===== config.mk =====
export PLATFORM = sky130hd
export DESIGN_NAME = uart_apb_master
export DESIGN_NICKNAME = d
export VERILOG_FILES = /design/src/rtl/uart_apb_pkg.sv /design/src/rtl/uart_cmd_fifo.sv /design/src/rtl/uart_apb_master.sv
export SDC_FILE = /design/constraint.sdc
export NUM_CORES = 1
export LEC_CHECK = 0
export ABC_AREA = 0
export CORE_MARGIN = 8
export CORE_UTILIZATION = 30
export DETAILED_ROUTE_END_ITERATION = 8
export SKIP_LAST_GASP = 1
export SYNTH_ARGS = -nofsm -noshare
export SYNTH_HDL_FRONTEND = slang
export SYNTH_HIERARCHICAL = 1
export SYNTH_SLANG_ARGS = --single-unit

===== constraint.sdc =====
create_clock -name i_pclk -period 5.99 [get_ports i_pclk]
set_input_delay 1.198 -clock i_pclk [delete_from_list [all_inputs] [get_ports i_pclk]]
set_output_delay 1.198 -clock i_pclk [all_outputs]
set_load 0.03 [all_outputs]

===== src/rtl/uart_apb_pkg.sv =====
// Shared types and constants for the UART APB command master.
// Holds the data width, FSM state encoding and register map.
package uart_apb_pkg;

  localparam int BITWIDTH = 8;

  typedef enum logic [1:0] {
    IDLE   = 2'd0,
    SETUP  = 2'd1,
    ACCESS = 2'd2
  } state_e;

  localparam logic [1:0] ADDR_BAUD = 2'd0;
  localparam logic [1:0] ADDR_PREC = 2'd1;
  localparam logic [1:0] ADDR_DATA = 2'd2;
  localparam logic [1:0] ADDR_CTRL = 2'd3;

endpackage


===== src/rtl/uart_cmd_fifo.sv =====
// Command queue: registered occupancy, full/empty from count.
// Pointers wrap modulo DEPTH.
module uart_cmd_fifo #(
  parameter int WIDTH = 11,
  parameter int DEPTH = 4
) (
  input  logic             i_clk,
  input  logic             i_rst_n,
  input  logic             i_push,
  input  logic [WIDTH-1:0] i_din,
  input  logic             i_pop,
  output logic [WIDTH-1:0] o_dout,
  output logic             o_full,
  output logic             o_empty
);

  localparam int AW = (DEPTH > 1) ? $clog2(DEPTH) : 1;
  localparam logic [AW-1:0] LAST = AW'(DEPTH - 1);
  localparam logic [AW:0] FULL_CNT = (AW + 1)'(DEPTH);

  logic [AW-1:0] r_wptr;
  logic [AW-1:0] r_rptr;
  logic [AW:0]   r_count;
  logic [WIDTH-1:0] r_mem [DEPTH];

  logic w_push;
  logic w_pop;

  assign o_full  = (r_count == FULL_CNT);
  assign o_empty = (r_count == '0);
  assign w_push  = i_push & ~o_full;
  assign w_pop   = i_pop & ~o_empty;
  assign o_dout  = r_mem[r_rptr];

  always_ff @(posedge i_clk or negedge i_rst_n) begin
    if (!i_rst_n) begin
      r_wptr  <= '0;
      r_rptr  <= '0;
      r_count <= '0;
    end else begin
      if (w_push)
        r_wptr <= (r_wptr == LAST) ? '0 : r_wptr + 1'b1;
      if (w_pop)
        r_rptr <= (r_rptr == LAST) ? '0 : r_rptr + 1'b1;
      case ({w_push, w_pop})
        2'b10:   r_count <= r_count + 1'b1;
        2'b01:   r_count <= r_count - 1'b1;
        default: r_count <= r_count;
      endcase
    end
  end

  always_ff @(posedge i_clk) begin
    if (w_push)
      r_mem[r_wptr] <= i_din;
  end

endmodule


===== src/rtl/uart_apb_master.sv =====
// Drains queued register commands onto APB, one transfer at a time.
// Reports each completion or PREADY timeout as a one-cycle response.
module uart_apb_master
  import uart_apb_pkg::*;
#(
  parameter int BITWIDTH   = uart_apb_pkg::BITWIDTH,
  parameter int FIFO_DEPTH = 4,
  parameter int TIMEOUT    = 16
) (
  input  logic                i_pclk,
  input  logic                i_presetn,
  input  logic                i_cmd_valid,
  output logic                o_cmd_ready,
  input  logic                i_cmd_write,
  input  logic [1:0]          i_cmd_addr,
  input  logic [BITWIDTH-1:0] i_cmd_wdata,
  output logic                o_rsp_valid,
  output logic [BITWIDTH-1:0] o_rsp_rdata,
  output logic                o_rsp_err,
  output logic                o_psel,
  output logic                o_penable,
  output logic                o_pwrite,
  output logic [1:0]          o_paddr,
  output logic [BITWIDTH-1:0] o_pwdata,
  input  logic [BITWIDTH-1:0] i_prdata,
  input  logic                i_pready
);

  localparam int CW = BITWIDTH + 3;
  localparam int WAIT_W = $clog2(TIMEOUT + 1);
  localparam logic [WAIT_W-1:0] WAIT_LAST = WAIT_W'(TIMEOUT - 1);

  state_e r_state;
  state_e w_state_nxt;

  logic [CW-1:0]       w_fifo_dout;
  logic                w_full;
  logic                w_empty;
  logic                w_pop;
  logic                w_done;
  logic                w_tout;

  logic                r_psel;
  logic                r_penable;
  logic                r_pwrite;
  logic [1:0]          r_paddr;
  logic [BITWIDTH-1:0] r_pwdata;
  logic                r_rsp_valid;
  logic                r_rsp_err;
  logic [BITWIDTH-1:0] r_rsp_rdata;
  logic [WAIT_W-1:0]   r_wait;

  logic                w_psel_n;
  logic                w_penable_n;
  logic                w_rsp_valid_n;
  logic                w_rsp_err_n;
  logic [BITWIDTH-1:0] w_rsp_rdata_n;

  uart_cmd_fifo #(
    .WIDTH (CW),
    .DEPTH (FIFO_DEPTH)
  ) u_fifo (
    .i_clk   (i_pclk),
    .i_rst_n (i_presetn),
    .i_push  (i_cmd_valid),
    .i_din   ({i_cmd_write, i_cmd_addr, i_cmd_wdata}),
    .i_pop   (w_pop),
    .o_dout  (w_fifo_dout),
    .o_full  (w_full),
    .o_empty (w_empty)
  );

  assign o_cmd_ready = ~w_full;

  assign w_done = (r_state == ACCESS) & i_pready;
  assign w_tout = (r_state == ACCESS) & ~i_pready
                & (r_wait == WAIT_LAST);
  // Pop from IDLE, or chain straight into the next SETUP on completion.
  assign w_pop = ~w_empty & ((r_state == IDLE) | w_done);

  always_ff @(posedge i_pclk or negedge i_presetn) begin
    if (!i_presetn)
      r_state <= IDLE;
    else
      r_state <= w_state_nxt;
  end

  always_comb begin
    w_state_nxt = r_state;
    unique case (r_state)
      IDLE:    if (!w_empty) w_state_nxt = SETUP;
      SETUP:   w_state_nxt = ACCESS;
      ACCESS: begin
        if (i_pready)
          w_state_nxt = w_empty ? IDLE : SETUP;
        else if (w_tout)
          w_state_nxt = IDLE;
      end
      default: w_state_nxt = IDLE;
    endcase
  end

  always_comb begin
    w_psel_n      = r_psel;
    w_penable_n   = r_penable;
    w_rsp_valid_n = 1'b0;
    w_rsp_err_n   = 1'b0;
    w_rsp_rdata_n = '0;
    unique case (r_state)
      IDLE: begin
        w_psel_n    = ~w_empty;
        w_penable_n = 1'b0;
      end
      SETUP: w_penable_n = 1'b1;
      ACCESS: begin
        if (i_pready) begin
          w_rsp_valid_n = 1'b1;
          w_rsp_rdata_n = r_pwrite ? '0 : i_prdata;
          w_psel_n      = ~w_empty;
          w_penable_n   = 1'b0;
        end else if (w_tout) begin
          w_rsp_valid_n = 1'b1;
          w_rsp_err_n   = 1'b1;
          w_psel_n      = 1'b0;
          w_penable_n   = 1'b0;
        end
      end
      default: begin
        w_psel_n    = 1'b0;
        w_penable_n = 1'b0;
      end
    endcase
  end

  always_ff @(posedge i_pclk or negedge i_presetn) begin
    if (!i_presetn) begin
      r_psel      <= 1'b0;
      r_penable   <= 1'b0;
      r_pwrite    <= 1'b0;
      r_paddr     <= '0;
      r_pwdata    <= '0;
      r_rsp_valid <= 1'b0;
      r_rsp_err   <= 1'b0;
      r_rsp_rdata <= '0;
      r_wait      <= '0;
    end else begin
      r_psel      <= w_psel_n;
      r_penable   <= w_penable_n;
      r_rsp_valid <= w_rsp_valid_n;
      r_rsp_err   <= w_rsp_err_n;
      r_rsp_rdata <= w_rsp_rdata_n;
      if (w_pop)
        {r_pwrite, r_paddr, r_pwdata} <= w_fifo_dout;
      if (w_pop)
        r_wait <= '0;
      else if ((r_state == ACCESS) && !i_pready && !w_tout)
        r_wait <= r_wait + 1'b1;
    end
  end

  assign o_psel      = r_psel;
  assign o_penable   = r_penable;
  assign o_pwrite    = r_pwrite;
  assign o_paddr     = r_paddr;
  assign o_pwdata    = r_pwdata;
  assign o_rsp_valid = r_rsp_valid;
  assign o_rsp_err   = r_rsp_err;
  assign o_rsp_rdata = r_rsp_rdata;

endmodule


; ---- Word-level counts from Yosys, hierarchy flattened
; Memory sizes are Yosys's and may differ from the RTL's. A register that Yosys moved wholly into a read port is not among the register bits.
; Cells that the tools add are included.
[word_totals]
mem_bits_rw = 44
reg_bits = 26
memories = 1
inputBits = 23
[mem_list]
columns = memory, depth, width, rd, rd_clocked_by_memory_dff, write_ports, line_no
row1 = u_fifo.r_mem, 4, 11, 1, 1, 1, uart_cmd_fifo.sv:24  ; logic [WIDTH-1:0] r_mem [DEPTH];
[classes]
n_addsub = 5
eq_ne = 10
muxes = 25
n_bitwise = 11
n_reduce_logical = 11
[ops]
columns = operator, n
row1 = 8-bit two-way mux, 3
row2 = 1-bit two-way mux, 11
row3 = 2-bit two-way mux, 5
row4 = 5-bit two-way mux, 2
row5 = 2-bit == test (second input constant), 4
row6 = 1-bit bitwise AND, 6
row7 = 2-bit one-hot mux with 3 select lines, 1
row8 = 3-bit one-hot mux with 2 select lines, 1
row9 = 5-bit by 1-bit adder with 5-bit output (second input constant), 1
row10 = 5-bit by 4-bit == test with 1-bit output (second input constant), 1
row11 = 2-bit by 1-bit adder with 2-bit output (second input constant), 2
row12 = 2-bit by 1-bit == test with 1-bit output (second input constant), 2
row13 = 1-bit NOT, 4
row14 = 2-bit AND reduction, 2
row15 = 2-bit nonzero test, 2
row16 = 3-bit by 1-bit adder with 3-bit output (second input constant), 1
row17 = 3-bit == test (second input constant), 1
row18 = 1-bit logical NOT, 3
row19 = 3-bit logical NOT, 1
row20 = 3-bit != test (second input constant), 1
row21 = 1-bit one-hot mux with 3 select lines, 1
row22 = 3-bit by 1-bit subtractor with 3-bit output (second input constant), 1
row23 = 1-bit logical AND, 2
row24 = 2-bit logical NOT, 1
row25 = 3 further kinds, 3

; ---- Longest topological paths before layout
[logic_depth]
ltp_word = 7
depth_mapped = 12

; ---- Cells and area by module
; The synthesis kept the hierarchy.
[by_module_without_submodules]
columns = module, n_inst, area_each_um2, cells_each
row1 = uart_cmd_fifo, 1, 2075.7, 97
row2 = uart_apb_master, 1, 1161.1, 86

; ---- Worst setup path after synthesis
; No wires, ideal clock.
[synth_path]
path_kind = input-to-reg
from = input i_pready
to = register u_fifo.r_count[2]
cell_stages = 11
slack_ps = 3209
path_buffers = 1
t_arrival_ps = 2702
cell_sequence = nor2b_1 > nor2_4 > buf_4 > nand2b_4 > inv_1 > ha_1 > inv_1 > fa_1 > xor2_1 > nor2_1 > xor2_1
[synth_via]
elab_chain_cells = 6
[synth_rtl]
columns = element, line_no
row1 = start: declaration, uart_apb_master.sv:26  ; input logic i_pready
row2 = 1-bit bitwise AND *, uart_apb_master.sv:75  ; assign w_done = (r_state == ACCESS) & i_pready;
row3 = 1-bit bitwise OR *, uart_apb_master.sv:79  ; assign w_pop = ~w_empty & ((r_state == IDLE) | w_done);
row4 = 1-bit bitwise AND *, uart_apb_master.sv:79
row5 = via w_pop, uart_apb_master.sv:39  ; logic w_pop;
row6 = 1-bit bitwise AND *, uart_cmd_fifo.sv:32  ; assign w_pop = i_pop & ~o_empty;
row7 = via u_fifo.w_pop, uart_cmd_fifo.sv:27  ; logic w_pop;
row8 = 2-bit by 1-bit == test with 1-bit output or 2-bit == test (tied branches), uart_cmd_fifo.sv:45  ; case ({w_push, w_pop})
row9 = 3-bit one-hot mux with 2 select lines or 2-bit nonzero test (tied branches), --
row10 = end signal: assignment, uart_cmd_fifo.sv:46  ; 2'b10: r_count <= r_count + 1'b1;
row11 = end signal: assignment, uart_cmd_fifo.sv:47  ; 2'b01: r_count <= r_count - 1'b1;
row12 = end signal: assignment, uart_cmd_fifo.sv:48  ; default: r_count <= r_count;
row13 = end: declaration, uart_cmd_fifo.sv:23  ; logic [AW:0] r_count;
; The timed path passes the listed nets; every way through them passes the cells marked *.
; A chain may end at the register's enable or synchronous reset.

; ---- Worst setup path in the final report
[layout_path]
from = input i_pready
to = register u_fifo.r_count[2]
[layout_via]
elab_chain_cells = 6
[layout_rtl]
columns = element, line_no
row1 = 1-bit bitwise AND *, uart_apb_master.sv:75
row2 = 1-bit bitwise OR *, uart_apb_master.sv:79
row3 = 1-bit bitwise AND *, uart_apb_master.sv:79
row4 = 1-bit bitwise AND *, uart_cmd_fifo.sv:32
row5 = via u_fifo.w_pop, uart_cmd_fifo.sv:27
row6 = 2-bit by 1-bit == test with 1-bit output or 2-bit == test (tied branches), uart_cmd_fifo.sv:45
row7 = 3-bit one-hot mux with 2 select lines or 2-bit nonzero test (tied branches), --
; Marked as above.

==> results.yml <==
sta:
  drv_slew: 0
  fin_skew_ns: 0.0151
  tns_ns: 0
  setup_viol: 0
  hold_ws_ns: 0.490
  hold_violations: 0
  worst_pin_slew_ns: 0.851
  relSlewSlack: 0.433
  rsz0062_at_grt: "false"
  fin_crit_ns: 3.24
  post-route-period-util: 0.541
  fmaxAchievable_mhz: 308
setup_path:
  worstReg2RegStart: "u_fifo/r_count[0]"
  worstPathMaxFanout: 17
  ff2ff_setup_slack_ns: 3.42
  crit_path_start: "i_pready"
  cp.required_ns: 6.27
  r2r-end: "u_fifo/r_count[2]"
  worst_ep_arrival_time_ns: 3.52
  reg2regPathDepth: 11
  critical_path_class: "in2reg"
  end_kind: "flop"
  crit_path_start_kind: "primary input"
placement:
  place_area_sq_mm: 0.00384
  portBuffers: 46
  gp_routability_congestion: 0.708
  dp_hpwl_um: 3790
  place_inst: 366
hold_path:
  worstHoldStart: "o_penable"
  hold_path_class: "reg2reg"
  holdPathEnd: "o_penable"
  min_path_cells: 2
clock_tree:
  clock_sinks: 81
  clock_latency_ns: 0.35
  hold_buffers: 0
  cts_resized: 0
  htreeDepth: 3
  cts_setup_buffers: 0
  clkSlewWorstSetupHoldPaths_ns: 0.09
  clock_path_buffers: 2
  cts_tree: "done"
  clock-root-buffer: "clkbuf_8"
  cts_buffers: 9
route:
  dr.first_iter.drc_count: 69
  antenna_left: 0
  routedWlPerCell_um: 14.7
  drc: 0
  dr.pass1.iters: 4
  vias: 1635
  wl_um: 5630
  vias_per_cell: 4.28
die:
  core_area_sq_mm: 0.0107
  initial_core_util: 0.303
  rows: 38
  die_y_um: 120
  ios: 47
  die_area_sq_mm: 0.0144
  die_w_um: 120
global_routing:
  grt_pass1_vias: 1729
  grt_pass1_wl_um: 9120
  grt_usage: 0.0837
  grt_max_degree: 38
  grt_remaining_overflow: 0
  antenna_found_initial: 0
yosys:
  syn_avg_cell_area_sq_um: 17.7
  seq_area_frac_synth: 0.694
  synth_seq_cells: 81
  synthArstFlopShare: 0.457
  yosys.cell_types.count: 36
  synthCells: 183
  ys.flop_type: "edfxtp_1"
  synth_edf_count: 44
  synthesis.nets: 215
  synth_warnings: 6
  synth_area_sq_mm: 0.00324
cells_and_area:
  drive_above_1_share: 0.219
  layoutNonFillerInstCount: 382
  nNetsFinal: 269
  antennaDiodeCount: 0
  syn_to_final_growth_pct: 25.2
  postLayoutCoreUtil: 0.379
  fin_area_sq_mm: 0.00405
flow_run:
  cap_violations: 0
outcome:
  run_status: "finished clean"
pwr:
  leakagePower_nw: 1.56
  ir_drop_mv: 0.171
  power_density_mw_per_mm2: 485
## cells in the final DEF, fill, tap and decap left out, drive strengths merged, types with 3 or more instances in the layout
cell type      instances
a21oi                  3
and2                  12
clkbuf                 9
clkdlybuf4s50         45
dfrtp                 37
edfxtp                44
ha                     8
inv                   12
mux2                  15
mux4                  11
nand2                  7
nand2b                 4
nor2                   8
nor3b                  3
## final cells by class
class | instances | area (sq um)
multi-input cells | 90 | 932
flip-flops and latches | 81 | 2250
well taps | 140 | 175
fillers | 994 | 6640
clock inverters | 7 | 86.3
inverters | 9 | 33.8
repair buffers | 46 | 455
clock buffers | 9 | 124
## registers in the layout, summed over array words and instances, names as in the netlist
| name | cells |
|---|---|
| r_wait | 5 |
| o_pwrite | 1 |
| o_rsp_err | 1 |
| u_fifo/r_mem | 44 |
| o_psel | 1 |
| r_state | 2 |
| u_fifo/r_rptr | 2 |
| o_rsp_valid | 1 |
| u_fifo/r_count | 3 |
| o_paddr | 2 |
| o_pwdata | 8 |
| o_penable | 1 |
| o_rsp_rdata | 8 |
| u_fifo/r_wptr | 2 |
## metal layers
| metal | vias to the layer above | routed length, um | GRT usage |
|---|---|---|---|
| li1 | 778 | - | - |
| met1 | 811 | 2530 | 0.100 |
| met2 | 37 | 2600 | 0.127 |
| met3 | 9 | 399 | 0.0376 |
| met4 | 0 | 99 | 0.0375 |
| met5 | - | 0 | 0 |
## worst max-delay path by stage
stage | cells after the start | slack, ns | end
floorplan | 11 | 3.21 | u_fifo/r_count[2]
global placement | 11 | 2.43 | u_fifo/r_count[2]
detailed placement | 11 | 2.34 | u_fifo/r_count[2]
CTS | 11 | 2.72 | u_fifo/r_count[2]
global route | 11 | 2.52 | u_fifo/r_count[2]
finish | 11 | 2.75 | u_fifo/r_count[2]
## where the power goes
group	total (mW)	internal, mW	switching [mW]
logic	0.688	0.358	0.331
registers	0.862	0.744	0.118
clock network	0.414	0.201	0.213
## metrics by stage
stage                     setup slack, ns  total power, mW
final                                2.75             1.96
after global routing                 2.52             2.09
after floorplan                      3.21             1.35
after global placement               2.43             1.57
after detailed placement             2.34             1.58
after CTS                            2.72             2.00
## cell families after synthesis
group	Yosys count	share of synthesized area
buf+inv	12	0.0178
mux	28	0.140
simple gates	43	0.0905
xor+xnor	4	0.0108
fa+ha+maj	9	0.0371
compound gates	6	0.0100
flops	81	0.694
## critical path: stages
cell and delay, ns:
clkdlybuf4s50_1 0.58, nor2b_1 0.13, nor2_4 0.43, nand2b_4 0.10
inv_1 0.07, ha_1 0.17, inv_1 0.06, fa_1 0.37
xor2_1 0.15, nor2_1 0.11, xor2_1 0.15
## cells in the mapped netlist, types with 2 or more instances
library cell | count | area share
ha_1 | 8 | 0.031
and2_1 | 8 | 0.015
nor3b_1 | 2 | 0.0046
inv_1 | 9 | 0.010
edfxtp_1 | 44 | 0.41
nor2_1 | 7 | 0.0081
mux2i_1 | 2 | 0.0062
mux4_2 | 9 | 0.063
xor2_1 | 2 | 0.0054
xnor2_1 | 2 | 0.0054
and2_2 | 4 | 0.0093
a21oi_1 | 3 | 0.0046
o21ai_0 | 2 | 0.0031
nand2b_1 | 3 | 0.0058
mux4_1 | 2 | 0.016
dfrtp_1 | 37 | 0.29
nand2_1 | 7 | 0.0081
mux2_4 | 2 | 0.0093
mux2_2 | 13 | 0.045
Power figures use the tool's default switching activity.
==> patch, RTL diff (same flow settings) <==
Change the parameter `FIFO_DEPTH` from 4 to 16.
--- a/src/rtl/uart_apb_master.sv
+++ b/src/rtl/uart_apb_master.sv
@@ -6,3 +6,3 @@
   parameter int BITWIDTH   = uart_apb_pkg::BITWIDTH,
-  parameter int FIFO_DEPTH = 4,
+  parameter int FIFO_DEPTH = 16,
   parameter int TIMEOUT    = 16
Behaviour: not the same (Yosys sat finds a counterexample within 10 cycles, from zero or initial values and one cycle with i_presetn low).
==> patch against the original RTL <==
Die area increased by 140%; core utilization decreased by 2.0 points; clock skew decreased by 5.9 ps; sequential cell count increased by 138; routed wire length increased to 3.4 times the old value; fmax decreased by 8.8%; total power increased to 2.5 times the old value; sequential power increased by 140%; register-to-register slack got worse by 580 ps; setup slack got worse by 310 ps; cell area increased to 2.5 times the old value; synthesized area increased to 2.7 times the old value; largest cell class unchanged; combinational power increased by 130%.
==> patch: results (changes against the original RTL) <==
Final WS setup=2430 ps (was 2750 ps); Seq/Total Area, Yosys=72.6% (was 69.4%); dpl cells=910 (was 366); Hold Crit Class=flop to flop (unchanged); Post-layout nets=585 (was 269); min-delay src=o_psel (was o_penable); adder-cell share of the synthesized area=1.80% (was 3.71%); setup repair bufs after CTS=0 (unchanged); post-synthesis net count=534 (was 215); clk_skew=9.16 ps (was 15.1 ps); leading post-synthesis cells by cell area=edfxtp_1 60%, dfrtp_1 12%, mux4_2 5.7% (was edfxtp_1 41%, dfrtp_1 29%, mux4_2 6.3%); post-detail-place hpwl=12900 um (was 3790 um); critical path arrival=3980 ps (was 3520 ps); TritonCTS buffer count=22 (was 9); Pleak=0.00358 uW (was 0.00156 uW); status=completed (unchanged); Core Util, Final=35.9% (was 37.9%); R2R Setup Slk=2840 ps (was 3420 ps); mux cell area share after synthesis=12.8% (was 14.0%); GR peak layer=met2 (unchanged); met1 Usage GRT=13.8% (was 10.0%); Fillers=2672 (was 994); fraction of layout cells with a size suffix above 1=14.7% (was 21.9%); Clock Path Buffers=3 (was 2); Reg-to-Reg Start=u_fifo/r_count[0] (unchanged); met2 track demand over resource=19.1% (was 12.7%); vias per cell=4.84 (was 4.28); Post-DP Area=0.00961 mm2 (was 0.00384 mm2); hold_ws=486 ps (was 490 ps); largest net degree at the start of global routing=47 (was 38); max FFs per register=176 (was 44); Rel. slew slack=19.7% (was 43.3%); Post-synth EDFFs=176 (was 44); Post-synth top cells=176 x edfxtp_1, 46 x mux2i_1, 43 x dfrtp_1, 28 x nand2_1 (was 44 x edfxtp_1, 37 x dfrtp_1, 13 x mux2_2, 9 x inv_1, 9 x mux4_2); antenna violations before repair=0 (unchanged); first drt pass iteration count=5 (was 4); GRT met3 Usage=1.40% (was 3.76%); vias in the first global route=4867 (was 1729); CTS clock-pin slew for the worst setup and hold paths=60 ps (was 90 ps); compound-cell area share of the yosys netlist=5.46% (was 1.01%); WL/cell=20.2 um (was 14.7 um); post-synth cell types=45 (was 36); Async SR Flop Fraction=19.6% (was 45.7%); fin cells=949 (was 382); GRT Overall Usage=10.8% (was 8.37%); clock root cell=clkbuf_16 (was clkbuf_8); worst vdd rail ir drop=0.000213 V (was 0.000171 V); drt first-iter violations=377 (was 69); Gate Count Post-Synth=499 (was 183); H-tree depth=1 (was 3); crit-path max FO=18 (was 17); Setup WS pre-CTS=1940 ps (was 2340 ps); Port-buffer cells=46 (unchanged); routability congestion estimate from global placement=0.764 (was 0.708); XOR/XNOR Fraction of Synth Area=0.700% (was 1.08%); Worst-Skew Late Latency=490 ps (was 350 ps); global-route wire length before repair=29600 um (was 9120 um)
patch: cell types whose count changed in the layout (fill, tap and decap cells not counted), moves of 5 or more:
cell,delta
nand2_1,+21
mux4_2,+13
edfxtp_1,+132
nor2_1,+11
mux2i_1,+44
clkbuf_16,+23
dfrtp_1,+5
o21ai_0,+16
a221oi_1,+22
a22oi_1,+11
clkbuf_8,-8
patch: cell type report:
cell class | instances | share of cell area, %
Sequential cell | 219 | 61.8
Multi-Input combinational cell | 251 | 21.9
Clock buffer | 28 | 5.86
Timing Repair Buffer | 50 | 4.71
Tap cell | 384 | 4.66
Clock inverter | 11 | 0.850
Inverter | 6 | 0.219
patch: final timing paths:
check | endpoint | cells after the start
max | u_fifo/r_count[4] | 10
min | o_psel | 1
max reg2reg | u_fifo/r_count[4] | 11
min reg2reg | o_psel | 1
max in group asynchronous | u_fifo/r_rptr[0] | 1
min in group asynchronous | o_rsp_rdata[3] | 1
patch: cells by family after synthesis:
logic type / Yosys count
flip-flops: 219
AND/OR/NAND/NOR: 83
multiplexers: 82
AO/OA/AOI/OAI: 67
buffers and inverters: 29
adder cells (fa/ha/maj): 12
XOR/XNOR: 7
patch: power breakdown:
group,leakage [uW],switching [uW],internal (uW)
Clock,0.000338,540,759
Combinational,0.00112,887,701
Sequential,0.00213,196,1880
Total,0.00358,1620,3340
patch: routing by layer:
| metal | share of wire, % | vias up |
|---|---|---|
| li1 | - | 2056 |
| met4 | 1.4 | 0 |
| met1 | 43 | 2410 |
| met2 | 52 | 102 |
| met5 | 0 | - |
| met3 | 4.1 | 24 |
patch: critical path: stages:
cell and delay [ps]:
clkdlybuf4s50_1 580, nor2b_1 130, nor2_4 440, o21a_4 240, ha_1 300, ha_1 320
a21o_1 210, a21oi_1 180, mux2i_1 230, xnor2_1 130
